===== src/rtl/dmac_engine.sv =====
// dmac_engine: single-channel memory-to-memory copy engine on AXI.
// Each word moves as one single-beat read followed by one single-beat write.
module dmac_engine (
  input  logic        clk,
  input  logic        rst_n,
  input  logic        start_i,
  input  logic [31:0] src_addr_i,
  input  logic [31:0] dst_addr_i,
  input  logic [15:0] byte_len_i,
  output logic        done_o,
  output logic [31:0] araddr_o,
  output logic        arvalid_o,
  input  logic        arready_i,
  input  logic [31:0] rdata_i,
  input  logic        rvalid_i,
  output logic        rready_o,
  output logic [31:0] awaddr_o,
  output logic        awvalid_o,
  input  logic        awready_i,
  output logic [31:0] wdata_o,
  output logic        wvalid_o,
  input  logic        wready_i,
  input  logic        bvalid_i,
  output logic        bready_o
);

  typedef enum logic [2:0] {
    IDLE  = 3'd0,
    RREQ  = 3'd1,
    RDATA = 3'd2,
    WREQ  = 3'd3,
    WRESP = 3'd4
  } state_e;

  state_e      state_q, state_d;
  logic [31:0] src_q, src_d;
  logic [31:0] dst_q, dst_d;
  logic [31:0] buf_q, buf_d;
  logic [15:0] cnt_q, cnt_d;
  logic        aw_done_q, aw_done_d;
  logic        w_done_q, w_done_d;
  logic [15:0] len_word_s;

  // Masking keeps all length bits in the expression while dropping the byte remainder.
  assign len_word_s = byte_len_i & 16'hFFFC;

  // State, address, count and data registers
  always_ff @(posedge clk or negedge rst_n) begin
    if (!rst_n) begin
      state_q   <= IDLE;
      src_q     <= 32'd0;
      dst_q     <= 32'd0;
      buf_q     <= 32'd0;
      cnt_q     <= 16'd0;
      aw_done_q <= 1'b0;
      w_done_q  <= 1'b0;
    end else begin
      state_q   <= state_d;
      src_q     <= src_d;
      dst_q     <= dst_d;
      buf_q     <= buf_d;
      cnt_q     <= cnt_d;
      aw_done_q <= aw_done_d;
      w_done_q  <= w_done_d;
    end
  end

  // Next-state and datapath update
  always_comb begin
    state_d   = state_q;
    src_d     = src_q;
    dst_d     = dst_q;
    buf_d     = buf_q;
    cnt_d     = cnt_q;
    aw_done_d = aw_done_q;
    w_done_d  = w_done_q;
    case (state_q)
      IDLE: begin
        if (start_i) begin
          src_d = src_addr_i;
          dst_d = dst_addr_i;
          cnt_d = len_word_s;
          if (len_word_s != 16'd0) begin
            state_d = RREQ;
          end else begin
            state_d = IDLE;
          end
        end else begin
          state_d = IDLE;
        end
      end
      RREQ: begin
        if (arready_i) begin
          state_d = RDATA;
        end else begin
          state_d = RREQ;
        end
      end
      RDATA: begin
        if (rvalid_i) begin
          buf_d     = rdata_i;
          aw_done_d = 1'b0;
          w_done_d  = 1'b0;
          state_d   = WREQ;
        end else begin
          state_d = RDATA;
        end
      end
      WREQ: begin
        // A set done flag masks its valid, so ready alone marks the handshake.
        aw_done_d = aw_done_q | awready_i;
        w_done_d  = w_done_q | wready_i;
        if (aw_done_d && w_done_d) begin
          state_d = WRESP;
        end else begin
          state_d = WREQ;
        end
      end
      WRESP: begin
        if (bvalid_i) begin
          src_d = src_q + 32'd4;
          dst_d = dst_q + 32'd4;
          cnt_d = cnt_q - 16'd4;
          if (cnt_q == 16'd4) begin
            state_d = IDLE;
          end else begin
            state_d = RREQ;
          end
        end else begin
          state_d = WRESP;
        end
      end
      default: begin
        state_d = IDLE;
      end
    endcase
  end

  assign done_o    = (state_q == IDLE);
  assign arvalid_o = (state_q == RREQ);
  assign araddr_o  = src_q;
  assign rready_o  = (state_q == RDATA);
  assign awvalid_o = (state_q == WREQ) && !aw_done_q;
  assign awaddr_o  = dst_q;
  assign wvalid_o  = (state_q == WREQ) && !w_done_q;
  assign wdata_o   = buf_q;
  assign bready_o  = (state_q == WRESP);

endmodule


===== config.mk =====
export PLATFORM = sky130hd
export DESIGN_NAME = dmac_engine
export DESIGN_NICKNAME = d
export VERILOG_FILES = /design/src/rtl/dmac_engine.sv
export SDC_FILE = /design/constraint.sdc
export NUM_CORES = 1
export LEC_CHECK = 0
export CORE_MARGIN = 10
export CORE_UTILIZATION = 45
export DETAILED_ROUTE_END_ITERATION = 8
export HOLD_SLACK_MARGIN = 0.03
export PLACE_DENSITY = 0.83
export REMOVE_ABC_BUFFERS = 1
export SETUP_SLACK_MARGIN = 0.1
export SLEW_MARGIN = 40
export SYNTH_ARGS = -nofsm -noshare
export SYNTH_HDL_FRONTEND = slang
export SYNTH_SLANG_ARGS = --single-unit

===== constraint.sdc =====
create_clock -name clk -period 4.8 [get_ports clk]
set_clock_uncertainty 0.2 [all_clocks]
set_input_delay 1.44 -clock clk [delete_from_list [all_inputs] [get_ports clk]]
set_output_delay 1.44 -clock clk [all_outputs]
set_load 0.005 [all_outputs]

==> impl_metrics.env, run 1 <==
export IMPL_async_flop_share_pct=100
export IMPL_drive_gt1_share_pct=6.72
export IMPL_wl_met3_um=2330
export IMPL_dr_pass1_iters=7
export IMPL_cts_hold_buf=0
export IMPL_diodes=0
export IMPL_cts_tree="done"
export IMPL_drt_iter0_markers=421
export IMPL_power_density_mw_per_mm2=619
export IMPL_wl_per_cell_um=20.0
export IMPL_grt_pass1_vias=6174
export IMPL_ios=222
export IMPL_htree_num_levels=4
export IMPL_path_clk_slew_ns=0.05
export IMPL_seqCellArea_mm2=0.00288
export IMPL_top_layer_used="met4"
export IMPL_grt_usage_pct=22.3
export IMPL_hold_viol=0
export IMPL_period_minus_slack_ns=3.54
export IMPL_wl_met2_um=10500
export IMPL_p_leak_nw=3.59
export IMPL_vias=6427
export IMPL_clk_latency_ns=0.41
export IMPL_cap_violations=0
export IMPL_routabilityCongestion=0.883
export IMPL_holdPathStages=2
export IMPL_grt_pass1_wl_um=33500
export IMPL_rsz0062_at_grt="no"
export IMPL_crit_fanout=11
export IMPL_synth_cell_types=55
export IMPL_slew_viol_final=0
export IMPL_post_route_cell_area_mm2=0.00920
export IMPL_design_core_area_mm2=0.0138
export IMPL_initial_utilization_pct=45.5
export IMPL_worst_pin_slew_ns=0.808
export IMPL_clock_path_buffers=2
export IMPL_period_share_pct=73.7
export IMPL_die_x_um=138
export IMPL_synth_edf_count=0
export IMPL_synth_cells=710
export IMPL_netlist_area_mm2=0.00626
export IMPL_m1WireLength_um=8970
export IMPL_grt_max_degree=89
export IMPL_row_count=43
export IMPL_dpl_hpwl_um=15700
export IMPL_ys_seq_elements=115
export IMPL_via_per_inst=5.83
export IMPL_hp_class="flop to flop"
export IMPL_required_ns=3.16
export IMPL_worstRegToRegCells=6
export IMPL_overflow=0
export IMPL_clock_sink_count=115
export IMPL_ys_seq_area_share_pct=45.9
export IMPL_cp_end_kind="output pin"
export IMPL_ir_drop_uv=278
export IMPL_multi_input_area_mm2=0.00317
export IMPL_max_slew_margin_pct=46.1
export IMPL_setup_viol=0
export IMPL_critPathLaunchType="flop"
export IMPL_fin_nets=1034
export IMPL_status="complete, no violations"
export IMPL_placed_cell_area_mm2=0.00861
export IMPL_fmax_ghz=0.283
export IMPL_dieHeight_um=138
export IMPL_cts_buffers=17
export IMPL_worstSetupPathType="flop to output pin"
export IMPL_antenna_found_initial=0
export IMPL_dieArea_mm2=0.0190
export IMPL_totalWireLength_um=22000
export IMPL_io_buffers=219
export IMPL_avgSynthCellArea_um2=8.82
export IMPL_drcViolationCount=0
export IMPL_crit_arrival_ns=1.90
export IMPL_whs_ns=0.270
export IMPL_ctsResizeCount=0
export IMPL_ant_nets=0
export IMPL_syn2layout_area_growth_pct=46.9
export IMPL_ys_flop_type="dfrtp_1"
export IMPL_ys_warn_count=0
export IMPL_post_cts_buffers=0
export IMPL_cts_root_buffer="clkbuf_16"
export IMPL_fillers=1137
-- worst paths after layout --
kind | endpoint | start | slack, ns
min in group asynchronous | aw_done_q | rst_n | 0.80
setup reg to reg | awaddr_o[23] | state_q[0] | 1.85
hold reg to reg | araddr_o[1] | araddr_o[1] | 0.27
hold / removal | araddr_o[1] | araddr_o[1] | 0.27
setup / recovery | bready_o | state_q[0] | 1.26
max in group asynchronous | awaddr_o[21] | rst_n | 2.92
-- kinds of logic after synthesis --
| group | count (synthesis) | synth area share [%] |
|---|---|---|
| adders and majority gates | 4 | 0.799 |
| and+or+nand+nor | 290 | 22.8 |
| DFF | 115 | 45.9 |
| AOI/OAI and AO/OA | 205 | 20.2 |
| buffers and inverters | 59 | 3.71 |
| muxes | 37 | 6.57 |
-- where the power goes --
part / switching (W) / leakage [nW] / internal, W / total (W)
clock network: 0.000440 / 0.288 / 0.000812 / 0.00125
registers: 0.000552 / 1.34 / 0.00145 / 0.00201
logic: 0.00109 / 1.96 / 0.00135 / 0.00243
-- per-layer routing --
layer,GRT usage (%),up-vias
li1,-,3047
met5,0,-
met1,27.3,3057
met3,8.37,18
met4,5.68,0
met2,36.4,305
-- synth_stat cells, types with 2 or more instances --
master / instances / area, um^2
o21ai_1: 11 / 55.1
a41o_1: 3 / 30.0
buf_1: 5 / 18.8
nor2b_1: 2 / 12.5
a21oi_1: 68 / 340
o21a_1: 2 / 15.0
dfrtp_1: 115 / 2880
nand2_1: 81 / 304
a2bb2oi_1: 9 / 78.8
buf_2: 9 / 45.0
and4_1: 8 / 70.1
o21ai_0: 33 / 165
nor3_1: 31 / 155
mux2_2: 10 / 113
o31ai_1: 2 / 15.0
a31oi_1: 7 / 43.8
inv_1: 8 / 30.0
and2_1: 5 / 31.3
ha_1: 4 / 50.1
nor2_1: 58 / 218
mux2i_1: 4 / 40.0
mux2_1: 23 / 259
nand3_1: 41 / 205
o22ai_1: 24 / 150
nor4_1: 8 / 50.1
and3_1: 15 / 93.8
or3_1: 5 / 31.3
or4_1: 4 / 30.0
a21o_1: 3 / 22.5
a22oi_1: 8 / 60.1
a311oi_1: 6 / 52.6
a211oi_1: 9 / 67.6
o211ai_1: 6 / 45.0
nor3b_1: 2 / 15.0
nand4_1: 19 / 119
clkbuf_1: 36 / 135
o2bb2ai_1: 3 / 26.3
nand2b_1: 4 / 25.0
a32oi_1: 3 / 26.3
-- layout make-up --
class | instances | area share, %
clock buffers | 22 | 5.26
clock inverters | 9 | 1.13
multi-input cells | 536 | 34.4
inverters | 9 | 0.367
repair buffers | 231 | 25.1
well taps | 180 | 2.45
flip-flops and latches | 115 | 31.3
-- sequential cells by signal, indices dropped and copies added, names as in the netlist --
register,count
araddr_o,32
aw_done_q,1
awaddr_o,32
cnt_q,14
state_q,3
w_done_q,1
wdata_o,32
-- placed cells by master, fill, tap and decap left out, types with 9 or more instances in the layout --
master and instances:
clkdlybuf4s50_1 218, dfrtp_1 115, nand2_1 80, a21oi_1 68, nor2_1 57, nand3_1 41
o21ai_0 33, nor3_1 30, o22ai_1 24, mux2_1 23, nand4_1 19, clkbuf_16 17
and3_1 15, o21ai_1 11, mux2_2 10, buf_4 10, a211oi_1 9, a2bb2oi_1 9
-- through the flow --
stage / instances / power [W] / utilization [%] / TNS [ns] / setup slack (ns)
6_report: 1102 / 0.00569 / 66.8 / 0 / 1.26
5_1_grt: 1102 / 0.00606 / 66.8 / 0 / 1.12
4_1_cts: 1102 / 0.00573 / 66.8 / 0 / 1.24
3_5_place_dp: 1071 / 0.00444 / 62.5 / 0 / 0.922
3_3_place_gp: 1071 / 0.00435 / 62.5 / 0 / 0.991
2_1_floorplan: 660 / 0.00299 / - / -139.87 / -3.03
-- critical path, cell delays in order, from the launching register on --
cell	delay, ns
dfrtp_1	0.51
nor2_1	0.25
nand2_2	0.14
inv_2	0.09
clkdlybuf4s50_1	0.51
Power figures use the tool's default switching activity.
==> run 2, diff against run 1 <==
==> constraint.sdc (replaced) <==
create_clock -name clk -period 3.3 [get_ports clk]
set_clock_uncertainty 0.2 [all_clocks]
set_input_delay 0.99 -clock clk [delete_from_list [all_inputs] [get_ports clk]]
set_output_delay 0.99 -clock clk [all_outputs]
set_load 0.005 [all_outputs]
==> impl_metrics.env, run 2 (synthesis results as in run 1) <==
export IMPL_grt_pass1_wl_um=33500
export IMPL_cts_root_buffer="clkbuf_16"
export IMPL_post_cts_buffers=0
export IMPL_crit_fanout=8
export IMPL_clk_latency_ns=0.41
export IMPL_critPathLaunchType="flop"
export IMPL_drt_iter0_markers=596
export IMPL_r2r_start="state_q[1]"
export IMPL_grt_usage_pct=22.3
export IMPL_vias=6493
export IMPL_slowest_delay_ns=0.52
export IMPL_wl_per_cell_um=19.7
export IMPL_r2r_end="araddr_o[28]"
export IMPL_status="complete, no violations"
export IMPL_rsz0062_at_grt="no"
export IMPL_final_cell_mix="218 x clkdlybuf4s50_1, 115 x dfrtp_1, 80 x nand2_1"
export IMPL_routabilityCongestion=0.875
export IMPL_period_minus_slack_ns=3.03
export IMPL_cts_buffers=17
export IMPL_grt_max_degree=107
export IMPL_cap_violations=0
export IMPL_hold_viol=0
export IMPL_crit_chain="nor2_1 -> nand2_2 -> inv_2 -> clkdlybuf4s50_1"
export IMPL_cp_num_buf_inv=2
export IMPL_cp_end_kind="output pin"
export IMPL_fin_nets=1042
export IMPL_ant_nets=0
export IMPL_min_to="awaddr_o[1]"
export IMPL_p_leak_nw=3.63
export IMPL_whs_ns=0.281
export IMPL_path_clk_slew_ns=0.05
export IMPL_hp_class="flop to flop"
export IMPL_design_core_area_mm2=0.0138
export IMPL_cts_tree="done"
export IMPL_via_per_inst=5.85
export IMPL_clock_sink_count=115
export IMPL_row_count=43
export IMPL_rrSetupSlack_ns=0.80
export IMPL_dr_pass1_iters=7
export IMPL_dieArea_mm2=0.0190
export IMPL_slew_viol_final=0
export IMPL_grt_pass1_vias=6400
export IMPL_drcViolationCount=0
export IMPL_crit_family="buffers and inverters"
export IMPL_syn2layout_area_growth_pct=48.3
export IMPL_worstSetupPathType="flop to output pin"
export IMPL_ios=222
export IMPL_min_from="awaddr_o[1]"
export IMPL_diodes=0
export IMPL_totalWireLength_um=21800
export IMPL_clock_path_buffers=2
export IMPL_initial_utilization_pct=45.5
export IMPL_overflow=0
export IMPL_antenna_found_initial=0
export IMPL_htree_num_levels=4
export IMPL_worst_pin_slew_ns=0.788
export IMPL_setup_viol=0
export IMPL_fmax_ghz=0.330
export IMPL_fin_total_pwr_w=0.00835
export IMPL_period_share_pct=91.9
export IMPL_cp_slowest_cell="clkdlybuf4s50_1"
export IMPL_holdPathStages=2
export IMPL_fillers=1123
export IMPL_dieHeight_um=138
export IMPL_seqCellArea_mm2=0.00288
export IMPL_cts_hold_buf=0
export IMPL_power_density_mw_per_mm2=899
export IMPL_dpl_hpwl_um=15700
export IMPL_die_x_um=138
export IMPL_multi_input_area_mm2=0.00317
export IMPL_crit_arrival_ns=1.84
export IMPL_max_slew_margin_pct=47.5
export IMPL_worstRegToRegCells=7
export IMPL_io_buffers=219
export IMPL_drive_gt1_share_pct=7.53
export IMPL_mostFrequentLayoutCell="clkdlybuf4s50_1"
export IMPL_required_ns=2.11
export IMPL_ir_drop_uv=517
## run 2: what timing repair did
item | CTS | global route
resized for setup | 0 | 1
hold endpoints to repair | 0 | 0
setup endpoints to repair | 0 | 1
## run 2: power breakdown
part | switching, W | total (W) | internal [W]
sequential | 0.000778 | 0.00289 | 0.00212
combinational | 0.00161 | 0.00363 | 0.00202
clock | 0.000636 | 0.00182 | 0.00119
## run 2: layout make-up
class	instances	share of cell area, %
Clock buffer	19	4.77
Clock inverter	11	1.48
Sequential cell	115	31.0
Multi-Input combinational cell	536	34.1
Tap cell	180	2.42
Timing Repair Buffer	239	25.9
Inverter	9	0.364
## run 2: how the worst max path moves through the flow
stage               start            to  slack, ns  cells past startpoint
2_1_floorplan    bvalid_i     cnt_q[14]      -4.08                      5
3_3_place_gp     bvalid_i  awaddr_o[31]       0.28                      7
3_5_place_dp     bvalid_i  awaddr_o[31]       0.23                      7
4_1_cts        state_q[1]     awvalid_o       0.22                      4
5_1_grt        state_q[1]     awvalid_o       0.15                      4
6_report       state_q[1]      bready_o       0.27                      4
## run 2: metrics by stage
| step | worst slack, ns | cells | instance area (um^2) | util [%] | TNS [ns] |
|---|---|---|---|---|---|
| global placement | 0.278 | 1079 | 8710 | 63.2 | 0 |
| detailed placement | 0.227 | 1079 | 8710 | 63.2 | 0 |
| CTS | 0.222 | 1109 | 9290 | 67.4 | 0 |
| global route | 0.150 | 1109 | 9290 | 67.4 | 0 |
| finish | 0.267 | 1109 | 9290 | 67.4 | 0 |
| floorplan | -4.08 | 660 | 6070 | - | -216.89 |
## run 2: tightest hold or removal path, cell delays in order, from the launching register on
cell and delay (ns):
dfrtp_1 0.34, nand2_1 0.05, nand2_1 0.05
## run 2: routing by layer
| metal | track usage (%) | vias up | wire, um |
|---|---|---|---|
| met5 | 0 | - | 0 |
| met4 | 8.81 | 0 | 581 |
| met3 | 7.83 | 40 | 2250 |
| met2 | 35.7 | 301 | 10100 |
| met1 | 26.8 | 3085 | 8890 |
| li1 | - | 3067 | - |
